### config.mk
export PLATFORM = sky130hd
export DESIGN_NAME = mem_bus_arbiter
export DESIGN_NICKNAME = d
export VERILOG_FILES = /design/src/rtl/mem_bus_arbiter.sv
export SDC_FILE = /design/constraint.sdc
export NUM_CORES = 1
export LEC_CHECK = 0
export ABC_AREA = 0
export BUFFER_PORTS_ARGS = -buffer_cell sky130_fd_sc_hd__buf_2
export CORE_MARGIN = 1.5
export CORE_UTILIZATION = 44
export DETAILED_ROUTE_END_ITERATION = 12
export PLACE_DENSITY = 0.85
export SYNTH_ARGS = -nofsm -noshare
export SYNTH_HDL_FRONTEND = slang
export SYNTH_SLANG_ARGS = --single-unit
export TNS_END_PERCENT = 20
### constraint.sdc
create_clock -name clk -period 5.1 [get_ports clk]
set_clock_uncertainty 0.05 [all_clocks]
set_input_delay 1.02 -clock clk [delete_from_list [all_inputs] [get_ports clk]]
set_output_delay 1.02 -clock clk [all_outputs]
set_load 0.03 [all_outputs]
### src/rtl/mem_bus_arbiter.sv
// Round-robin arbiter and sequencer for the shared data-memory port.
// One transaction at a time: reads take 4 cycles, writes take 3.
module mem_bus_arbiter #(
   parameter int NUM_CORES  = 4,
   parameter int MEM_WIDTH  = 12,
   parameter int ADDR_WIDTH = 8
) (
   input  logic                            clk,
   input  logic                            rst_n,
   input  logic [NUM_CORES-1:0]            req,
   input  logic [NUM_CORES-1:0]            we,
   input  logic [NUM_CORES*ADDR_WIDTH-1:0] addr,
   input  logic [NUM_CORES*MEM_WIDTH-1:0]  wdata,
   output logic [NUM_CORES-1:0]            gnt,
   output logic [NUM_CORES-1:0]            done,
   output logic [MEM_WIDTH-1:0]            rdata,
   output logic                            busy,
   output logic                            mem_en,
   output logic                            mem_we,
   output logic [ADDR_WIDTH-1:0]           mem_addr,
   output logic [MEM_WIDTH-1:0]            mem_wdata,
   input  logic [MEM_WIDTH-1:0]            mem_rdata
);

   localparam int IW = $clog2(NUM_CORES);

   typedef enum logic [1:0] {
      IDLE,
      ACCESS,
      RDWAIT,
      DONE
   } state_e;

   state_e               state_q, state_d;
   logic [IW-1:0]        g_q, g_d;
   logic [IW-1:0]        ptr_q, ptr_d;
   logic                 wr_q, wr_d;
   logic [NUM_CORES-1:0] gnt_q, gnt_d;
   logic [MEM_WIDTH-1:0] rdata_q, rdata_d;

   logic [IW-1:0]        sel;
   logic [IW-1:0]        cand;
   logic                 sel_vld;

   function automatic logic [IW-1:0] wrap_inc(input logic [IW-1:0] v);
      if (v == IW'(NUM_CORES-1)) begin
         return '0;
      end
      return v + 1'b1;
   endfunction

   // First requester at or above ptr, wrapping past the last core.
   always_comb begin
      sel     = ptr_q;
      sel_vld = 1'b0;
      cand    = ptr_q;
      for (int k = 0; k < NUM_CORES; k++) begin
         if (!sel_vld && req[cand]) begin
            sel     = cand;
            sel_vld = 1'b1;
         end
         cand = wrap_inc(cand);
      end
   end

   always_comb begin
      state_d   = state_q;
      g_d       = g_q;
      ptr_d     = ptr_q;
      wr_d      = wr_q;
      gnt_d     = gnt_q;
      rdata_d   = rdata_q;
      done      = '0;
      mem_en    = 1'b0;
      mem_we    = 1'b0;
      mem_addr  = '0;
      mem_wdata = '0;
      unique case (state_q)
         IDLE: begin
            if (sel_vld) begin
               g_d        = sel;
               wr_d       = we[sel];
               gnt_d      = '0;
               gnt_d[sel] = 1'b1;
               state_d    = ACCESS;
            end
         end
         ACCESS: begin
            // Address and data come live from the granted core.
            mem_en    = 1'b1;
            mem_we    = wr_q;
            mem_addr  = addr[int'(g_q)*ADDR_WIDTH +: ADDR_WIDTH];
            mem_wdata = wdata[int'(g_q)*MEM_WIDTH +: MEM_WIDTH];
            state_d   = wr_q ? DONE : RDWAIT;
         end
         RDWAIT: begin
            rdata_d = mem_rdata;
            state_d = DONE;
         end
         DONE: begin
            done    = gnt_q;
            gnt_d   = '0;
            ptr_d   = wrap_inc(g_q);
            state_d = IDLE;
         end
         default: begin
            state_d = IDLE;
         end
      endcase
   end

   always_ff @(posedge clk or negedge rst_n) begin
      if (!rst_n) begin
         state_q <= IDLE;
         g_q     <= '0;
         ptr_q   <= '0;
         wr_q    <= 1'b0;
         gnt_q   <= '0;
         rdata_q <= '0;
      end else begin
         state_q <= state_d;
         g_q     <= g_d;
         ptr_q   <= ptr_d;
         wr_q    <= wr_d;
         gnt_q   <= gnt_d;
         rdata_q <= rdata_d;
      end
   end

   assign gnt   = gnt_q;
   assign rdata = rdata_q;
   assign busy  = (state_q != IDLE);

endmodule

==> results.ini, run 1 <==
[status]
status = completed

[timing]
rsz0062_at_grt = false
setup_slack_ps = 1941
min_period_ps = 3159
finalSetupViolCount = 0
finalHoldViolations = 0
hold_slack_ps = 453.2
slew-limit-headroom_pct = 40.23
fin_crit_sh_pct = 61.93
clock.fmax_mhz = 316.6
final.setup.tns_ps = 0
slew_violations = 0
tightest_slew_ps = 896.6

[floorplanning]
io_pins = 145
dieArea_um2 = 4827
floorplan.initialDensity_pct = 47.25
die_h_um = 69.48
fp.coreArea_um2 = 4115
rows = 23
die_w_um = 69.48

[routing]
drc = 0
vias_per_cell = 5.530
dr_total_vias = 1941
first_iter_violations = 52
dr.pass1.iters = 4
drt-wirelength-per-cell_um = 15.30
ant_nets = 0
wl_um = 5371

[synthesis]
synth.distinct_cells = 42
synthesis.nets = 273
synth_seq_area_share_pct = 29.60
synth_cells = 164
ys_ff_latch = 23
synth_edf_count = 0
ys.flop_type = dfrtp_1
synth_top_area_share_pct = 29.60
synth.largest_area_cell = dfrtp_1
post-synth-top-count-cell = and2_1
syn-cell-area_um2 = 1944
synth.area.top_cells = dfrtp_1, mux4_2, mux2_2
synthTopCellsByCount = and2_1, dfrtp_1, mux4_2, mux2_2, inv_1
synthArstFlopShare_pct = 100.0
ys.warnings.count = 0
synth_area_per_cell_um2 = 11.86

[clock_tree]
cts_tree = yes
cts_setup_buffers = 0
clock_path_buffers = 2
clkLatencyLatePin_ps = 260
postCtsHoldBufs = 0
ctsResizeCount = 0
cts_max_level = 1
cts_buffers = 3
clk_pin_slew_ps = 80
root_buffer = clkbuf_8
cts_sinks = 23

[final_layout]
finalNonFillerCells = 351
diodes = 0
drive_gt1_share_pct = 64.12
nets = 411
fill_cells = 333
multi_input_area_um2 = 1282
area_growth_pct = 40.15
regArea_um2 = 575.6

[grt]
grt_pass1_wl_um = 9197
grt-ovfl-total = 0
grtUsageTotal_pct = 23.15
antenna_found_initial = 0
grt_max_degree = 24
grt_pass1_vias = 2011

[worst_hold_path]
whs_path_depth = 1
hold_path_class = flop to flop
min_to = rdata[1]
hp-start = rdata[1]

[worst_setup_path]
reg2reg_depth = 6
crit_type = flop to output port
arrival_ps = 2090
critPathRequiredTime_ps = 4030
endpoint_kind = output port
r2r-start = ptr_q[0]
reg2reg_to = g_q[1]
crit_fanout = 16
r2r_setup_slack_ps = 2610
start_kind = flop

[power]
power.density_nw_per_um2 = 632.7
ir_drop_mv = 0.3881
p_leak_nw = 1.385
finalPower_mw = 1.724

[run]
drv_cap = 0

[placement]
portBuffers = 144
pre_cts_ws_ps = 2112
hpwl_um = 4460
dp.cells = 347
place_congestion = 0.8863

power by group:
group | internal (mW) | total [mW] | switching, mW
clock network | 0.0544 | 0.109 | 0.0545
logic | 0.551 | 1.24 | 0.685
registers | 0.276 | 0.380 | 0.104
metal layers:
metal | global-route usage (%) | routed length (um) | vias up
li1 | - | - | 904
met1 | 25.52 | 1962 | 912
met2 | 44.12 | 2849 | 113
met3 | 4.215 | 417 | 12
met4 | 7.843 | 141 | 0
met5 | 0 | 0 | -
layout make-up:
cell class	instances	area share, %
repair buffers	145	26.72
multi-input cells	121	47.06
flip-flops and latches	23	21.12
inverters	8	1.102
clock buffers	3	1.515
clock inverters	1	0.1837
well taps	50	2.296
cell usage in the layout, fill, tap and decap left out, types with 2 or more instances in the layout:
cell type | netlist | routed
o221ai_1 | 2 | 2
nand2_1 | 2 | 2
o32ai_1 | 3 | 3
o21a_1 | 3 | 3
nor3_1 | 3 | 3
ha_1 | 7 | 7
a21o_1 | 2 | 2
inv_1 | 8 | 8
nor2_1 | 4 | 4
mux2_2 | 15 | 15
dfrtp_1 | 23 | 23
o31a_1 | 2 | 2
buf_2 | 3 | 144
mux4_2 | 21 | 21
clkbuf_8 | 0 | 3
a21oi_1 | 5 | 5
and2_1 | 25 | 25
o21ai_0 | 5 | 5
cells by family after synthesis:
group | share of synthesized area, %
AO/OA/AOI/OAI | 14.22
multiplexers | 34.30
flip-flops | 29.60
buffers and inverters | 4.440
AND/OR/NAND/NOR | 12.93
adder cells (fa/ha/maj) | 4.504
worst max path at each step:
stage / slack [ps] / startpoint / endpoint / cells past startpoint
6_report: 1940 / g_q[0] / mem_wdata[11] / 4
5_1_grt: 1790 / g_q[0] / mem_addr[0] / 4
4_1_cts: 1890 / g_q[0] / mem_wdata[11] / 4
3_5_place_dp: 2110 / wdata[47] / mem_wdata[11] / 4
3_3_place_gp: 2120 / wdata[47] / mem_wdata[11] / 4
2_1_floorplan: 2310 / g_q[0] / mem_addr[0] / 3
state kept, by name (all words and copies together) (netlist names):
| signal | flops |
|---|---|
| g_q | 2 |
| rdata | 12 |
| wr_q | 1 |
| state_q | 2 |
| gnt | 4 |
| ptr_q | 2 |
critical path: stages, from the launching register on:
cell     delay (ps)
dfrtp_1         570
buf_4           370
mux4_2          550
and2_1          170
buf_2           170
through the flow:
step	instance area, um2	utilization, %
after floorplan	1944	-
after global placement	2679	65.10
after detailed placement	2679	65.10
after CTS	2725	66.22
after global routing	2725	66.22
final	2725	66.22
Note: power is estimated with default switching activity, not from simulation.
==> inputs of run 2 (changes only) <==
--- a/config.mk
+++ b/config.mk
@@ -8,9 +8,9 @@
 export ABC_AREA = 0
 export BUFFER_PORTS_ARGS = -buffer_cell sky130_fd_sc_hd__buf_2
 export CORE_MARGIN = 1.5
-export CORE_UTILIZATION = 44
+export CORE_UTILIZATION = 37
 export DETAILED_ROUTE_END_ITERATION = 12
-export PLACE_DENSITY = 0.85
+export PLACE_DENSITY = 0.76
 export SYNTH_ARGS = -nofsm -noshare
 export SYNTH_HDL_FRONTEND = slang
 export SYNTH_SLANG_ARGS = --single-unit
==> constraint.sdc (replaced) <==
create_clock -name clk -period 2.8 [get_ports clk]
set_clock_uncertainty 0.05 [all_clocks]
set_input_delay 0.56 -clock clk [delete_from_list [all_inputs] [get_ports clk]]
set_output_delay 0.56 -clock clk [all_outputs]
set_load 0.03 [all_outputs]
==> results.ini, run 2 (synthesis results as in run 1) <==
[clock_tree]
cts_sinks = 23  ; unchanged
clock_path_buffers = 2  ; unchanged
clk_pin_slew_ps = 80  ; about the same
ctsResizeCount = 0  ; unchanged
cts_tree = yes
cts_max_level = 1  ; unchanged
cts_setup_buffers = 0  ; unchanged
root_buffer = clkbuf_8
clkLatencyLatePin_ps = 260  ; about the same
postCtsHoldBufs = 0  ; unchanged
cts_buffers = 3  ; unchanged

[placement]
place_congestion = 0.8652  ; -2.4%
hpwl_um = 4502  ; +0.94%
portBuffers = 144  ; unchanged
dp.cells = 371  ; +6.9%

[timing]
final.setup.tns_ps = 0  ; unchanged
hold_slack_ps = 202.1  ; -251.0 ps
finalHoldViolations = 0  ; unchanged
slew-limit-headroom_pct = 65.20  ; +25 points
min_period_ps = 2486
fin_crit_sh_pct = 88.78
finalSetupViolCount = 0  ; unchanged
tightest_slew_ps = 508.9  ; -387.7 ps
slew_violations = 0  ; unchanged
clock.fmax_mhz = 402.3
rsz0062_at_grt = false

[grt]
grtUsageTotal_pct = 18.06  ; -5.1 points
grt_pass1_vias = 1837  ; -8.7%
grt_max_degree = 24  ; unchanged
grt-ovfl-total = 0  ; unchanged
antenna_found_initial = 0  ; unchanged
grt_pass1_wl_um = 7893  ; -14%

[final_layout]
nets = 415  ; +0.97%
area_growth_pct = 42.92
largest_reg_flops = 12  ; unchanged
drive_gt1_share_pct = 64.26  ; +0.14 points
mostFrequentLayoutCell = buf_2
diodes = 0  ; unchanged
finalNonFillerCells = 375  ; +6.8%
most-common-layout-cells = buf_2, and2_1, dfrtp_1

[power]
p_leak_nw = 1.402  ; +1.2%
power.share.sequential_pct = 19.4  ; -2.6 points
power.density_nw_per_um2 = 1143  ; +81%
power_switching_mw = 1.542  ; +83%
switching_share_pct = 48.52  ; -0.41 points
finalPower_mw = 3.177  ; +84%
p_clk_share_pct = 6.4  ; about the same
p_int_mw = 1.636  ; +86%
ir_drop_mv = 0.6358  ; +64%
p_comb_share_pct = 74.2  ; +2.6 points

[worst_setup_path]
crit_slowest_cell = ha_1
arrival_ps = 2590  ; +500 ps
endpoint_kind = flop
crit_chain = ha_1 -> mux2i_1 -> a32oi_1 -> or4b_4 -> o21a_4 -> mux2_4
start_kind = flop
crit_fanout = 14  ; -2
path_buf_inv = 0  ; -2
r2r_setup_slack_ps = 310  ; -2300 ps
reg2reg_depth = 6  ; unchanged
r2r-start = ptr_q[0]
critPathTopFamily = adder cells
crit_type = flop to flop
critPathMaxStageDelay_ps = 580  ; about the same
critPathRequiredTime_ps = 2900  ; -1130 ps
reg2reg_to = g_q[1]

[routing]
wl_um = 5454  ; +1.5%
ant_nets = 0  ; unchanged
drt-wirelength-per-cell_um = 14.54  ; -5.0%
dr_total_vias = 1910  ; -1.6%
first_iter_violations = 18  ; -65%
vias_per_cell = 5.093  ; -7.9%
dr.pass1.iters = 4  ; unchanged
drc = 0  ; unchanged

[floorplanning]
rows = 26  ; +13%
fp.coreArea_um2 = 5075  ; +23%
die_h_um = 75.49  ; +8.7%
io_pins = 145  ; unchanged
die_w_um = 75.49  ; +8.7%
floorplan.initialDensity_pct = 38.31  ; -8.9 points
dieArea_um2 = 5699  ; +18%

[run]
drv_cap = 0  ; unchanged

[status]
status = completed

[worst_hold_path]
hold_path_class = input pin to async pin

[run 2: cell types whose count changed in the layout (fill, tap and decap cells not counted), sizes merged]
cell and change:
clkbuf +1, buf +4, clkinv -1
[run 2: worst max path at each step]
stage	start	endpoint	cells after the start
finish	ptr_q[0]	g_q[1]	6
global route	ptr_q[0]	wr_q	7
CTS	ptr_q[0]	gnt[1]	6
detailed placement	ptr_q[0]	g_q[1]	6
global placement	ptr_q[0]	g_q[1]	6
floorplan	g_q[0]	mem_addr[0]	3
[run 2: per-layer routing]
layer  wire length (um)  up-vias  global-route usage, %
met1               1941      890                  19.60
met4                 72        0                  5.556
met5                  0        -                      0
met2               2941       96                  34.89
li1                   -      916                      -
met3                498        8                  3.704
[run 2: power groups by stage]
stage          clock, mW  sequential (mW)  combinational [mW]
2_1_floorplan          0            0.835                1.60
3_3_place_gp           0            0.618                2.33
3_5_place_dp           0            0.622                2.38
4_1_cts            0.213            0.621                2.38
5_1_grt            0.223            0.642                2.58
6_report           0.205            0.615                2.36
[run 2: cell type report]
type | count | area [um2]
sequential | 23 | 575.6
tap | 70 | 87.58
inverter | 8 | 30.03
multi-input combinational | 121 | 1282
clock buffer | 4 | 45.04
timing repair buffer | 149 | 758.2
fill | 476 | 2296
[run 2: through the flow]
step / setup WS (ps) / cell area [um2] / utilization, %
finish: 314.3 / 2779 / 54.76
CTS: 334.2 / 2779 / 54.76
floorplan: 470.6 / 1944 / -
global route: 99.50 / 2779 / 54.76
detailed placement: 350.6 / 2734 / 53.87
global placement: 399.6 / 2734 / 53.87
==> inputs of run 3 (changes only) <==
--- a/config.mk
+++ b/config.mk
@@ -8,9 +8,9 @@
 export ABC_AREA = 0
 export BUFFER_PORTS_ARGS = -buffer_cell sky130_fd_sc_hd__buf_2
 export CORE_MARGIN = 1.5
-export CORE_UTILIZATION = 37
+export CORE_UTILIZATION = 41
 export DETAILED_ROUTE_END_ITERATION = 12
-export PLACE_DENSITY = 0.76
+export PLACE_DENSITY = 0.8
 export SYNTH_ARGS = -nofsm -noshare
 export SYNTH_HDL_FRONTEND = slang
 export SYNTH_SLANG_ARGS = --single-unit
==> constraint.sdc (replaced) <==
create_clock -name clk -period 2.6 [get_ports clk]
set_clock_uncertainty 0.05 [all_clocks]
set_input_delay 0.52 -clock clk [delete_from_list [all_inputs] [get_ports clk]]
set_output_delay 0.52 -clock clk [all_outputs]
set_load 0.03 [all_outputs]
==> results.ini, run 3 (synthesis results as in run 1) <==
[routing]
dr_total_vias = 1911  ; +0.052%
vias_per_cell = 5.353  ; +5.1%
first_iter_violations = 74  ; +56
ant_nets = 0  ; unchanged
drc = 13  ; +13
drt-wirelength-per-cell_um = 15.50  ; +6.5%
dr.pass1.iters = 9  ; +5
wl_um = 5532  ; +1.4%

[final_layout]
nets = 415  ; unchanged
area_growth_pct = 42.60
regArea_um2 = 575.6  ; unchanged
diodes = 0  ; unchanged
largest_reg_flops = 12  ; unchanged
mostFrequentLayoutCell = buf_2
drive_gt1_share_pct = 64.92  ; +0.66 points
fill_cells = 381  ; -20%
design_area_um2 = 2773  ; -0.23%
most-common-layout-cells = buf_2, and2_1, dfrtp_1
multi_input_area_um2 = 1285  ; +0.19%

[worst_setup_path]
endpoint_kind = flop
arrival_ps = 2420  ; -170 ps
crit_fanout = 14  ; unchanged
critPathRequiredTime_ps = 2690  ; -210 ps
crit_type = flop to flop
start_kind = flop

[floorplanning]
floorplan.initialDensity_pct = 43.75  ; +5.4 points
fp.coreArea_um2 = 4444  ; -12%
io_pins = 145  ; unchanged
rows = 24  ; -7.7%
die_h_um = 71.87  ; -4.8%
dieArea_um2 = 5165  ; -9.4%
die_w_um = 71.87  ; -4.8%

[worst_hold_path]
hold_path_class = input pin to async pin

[power]
p_leak_nw = 1.408  ; +0.39%
power.density_nw_per_um2 = 1253  ; +9.6%
ir_drop_mv = 0.7212  ; +13%

[timing]
finalSetupViolCount = 0  ; unchanged
final.setup.tns_ps = 0  ; unchanged
clock.fmax_mhz = 428.7  ; +6.6%
slew-limit-headroom_pct = 65.02  ; -0.18 points
finalHoldViolations = 0  ; unchanged
min_period_ps = 2333  ; -152.8 ps
slew_violations = 0  ; unchanged
tightest_slew_ps = 511.5  ; +2.606 ps
fin_crit_sh_pct = 89.73  ; +0.95 points
rsz0062_at_grt = false

[clock_tree]
clkLatencyLatePin_ps = 260  ; about the same
cts_sinks = 23  ; unchanged
cts_buffers = 3  ; unchanged
root_buffer = clkbuf_8
cts_max_level = 1  ; unchanged
clock_path_buffers = 2  ; unchanged
clk_pin_slew_ps = 80  ; about the same
cts_tree = yes
cts_setup_buffers = 0  ; unchanged

[grt]
antenna_found_initial = 0  ; unchanged
grtUsageTotal_pct = 20.48  ; +2.4 points
grt_max_degree = 24  ; unchanged
grt_pass1_wl_um = 8273  ; +4.8%
grt-ovfl-total = 0  ; unchanged
grt_pass1_vias = 1808  ; -1.6%

[status]
violations = DRC
status = finished with violations

[placement]
dpl_cell_area_um2 = 2724  ; -0.37%
hpwl_um = 4546  ; +0.97%
place_congestion = 0.9077  ; +4.9%
portBuffers = 144  ; unchanged

[run]
drv_cap = 0  ; unchanged

-- run 3: worst max-delay path, stage by stage (launching register included) --
cell and delay (ps):
dfrtp_1 420, ha_2 470, nand2_1 100, a32oi_1 320
o31a_1 270, a21bo_2 280, o221ai_1 190, a21oi_1 100
-- run 3: report_power, final --
part | total, mW | switching [mW] | internal [mW]
clock | 0.220 | 0.113 | 0.107
combinational | 2.58 | 1.44 | 1.14
sequential | 0.678 | 0.136 | 0.542
total | 3.47 | 1.69 | 1.79
-- run 3: final timing paths --
check | to | slack, ps | startpoint | cells after the start
setup / recovery | wr_q | 270 | ptr_q[1] | 7
hold / removal | rdata[5] | 160 | rst_n | 1
setup reg to reg | wr_q | 270 | ptr_q[1] | 7
hold reg to reg | rdata[6] | 460 | rdata[6] | 1
max in group asynchronous | gnt[3] | 2000 | rst_n | 1
min in group clk | rdata[10] | 430 | mem_rdata[10] | 2
-- run 3: repair_timing --
| action | CTS | global route |
|---|---|---|
| hold buffers | 0 | 0 |
| endpoints found under the setup margin | 0 | 1 |
| gates resized for setup | 0 | 1 |
-- run 3: cell type report --
type | instances | share of cell area [%]
Clock buffer | 3 | 1.489
Clock inverter | 1 | 0.1805
Inverter | 8 | 1.083
Multi-Input combinational cell | 121 | 46.34
Sequential cell | 23 | 20.76
Tap cell | 52 | 2.347
Timing Repair Buffer | 149 | 27.80
-- run 3: layer usage --
layer  wire (um)  share of wire, %  GRT usage (%)
met1        2038                37          24.11
met2        2911                53          37.96
met3         483               8.7          3.235
met4          99               1.8          6.499
met5           0                 0              0
-- run 3: metrics by stage --
stage	setup WS (ps)	hold WS [ps]	util [%]	instances	power [mW]
after global placement	264.9	435.3	61.29	353	3.204
after global routing	97.69	206.0	62.39	357	3.710
final	267.1	158.3	62.39	357	3.474
after floorplan	310.6	174.4	-	164	2.624
after detailed placement	222.9	440.6	61.29	353	3.268
after CTS	190.6	170.6	62.33	357	3.496
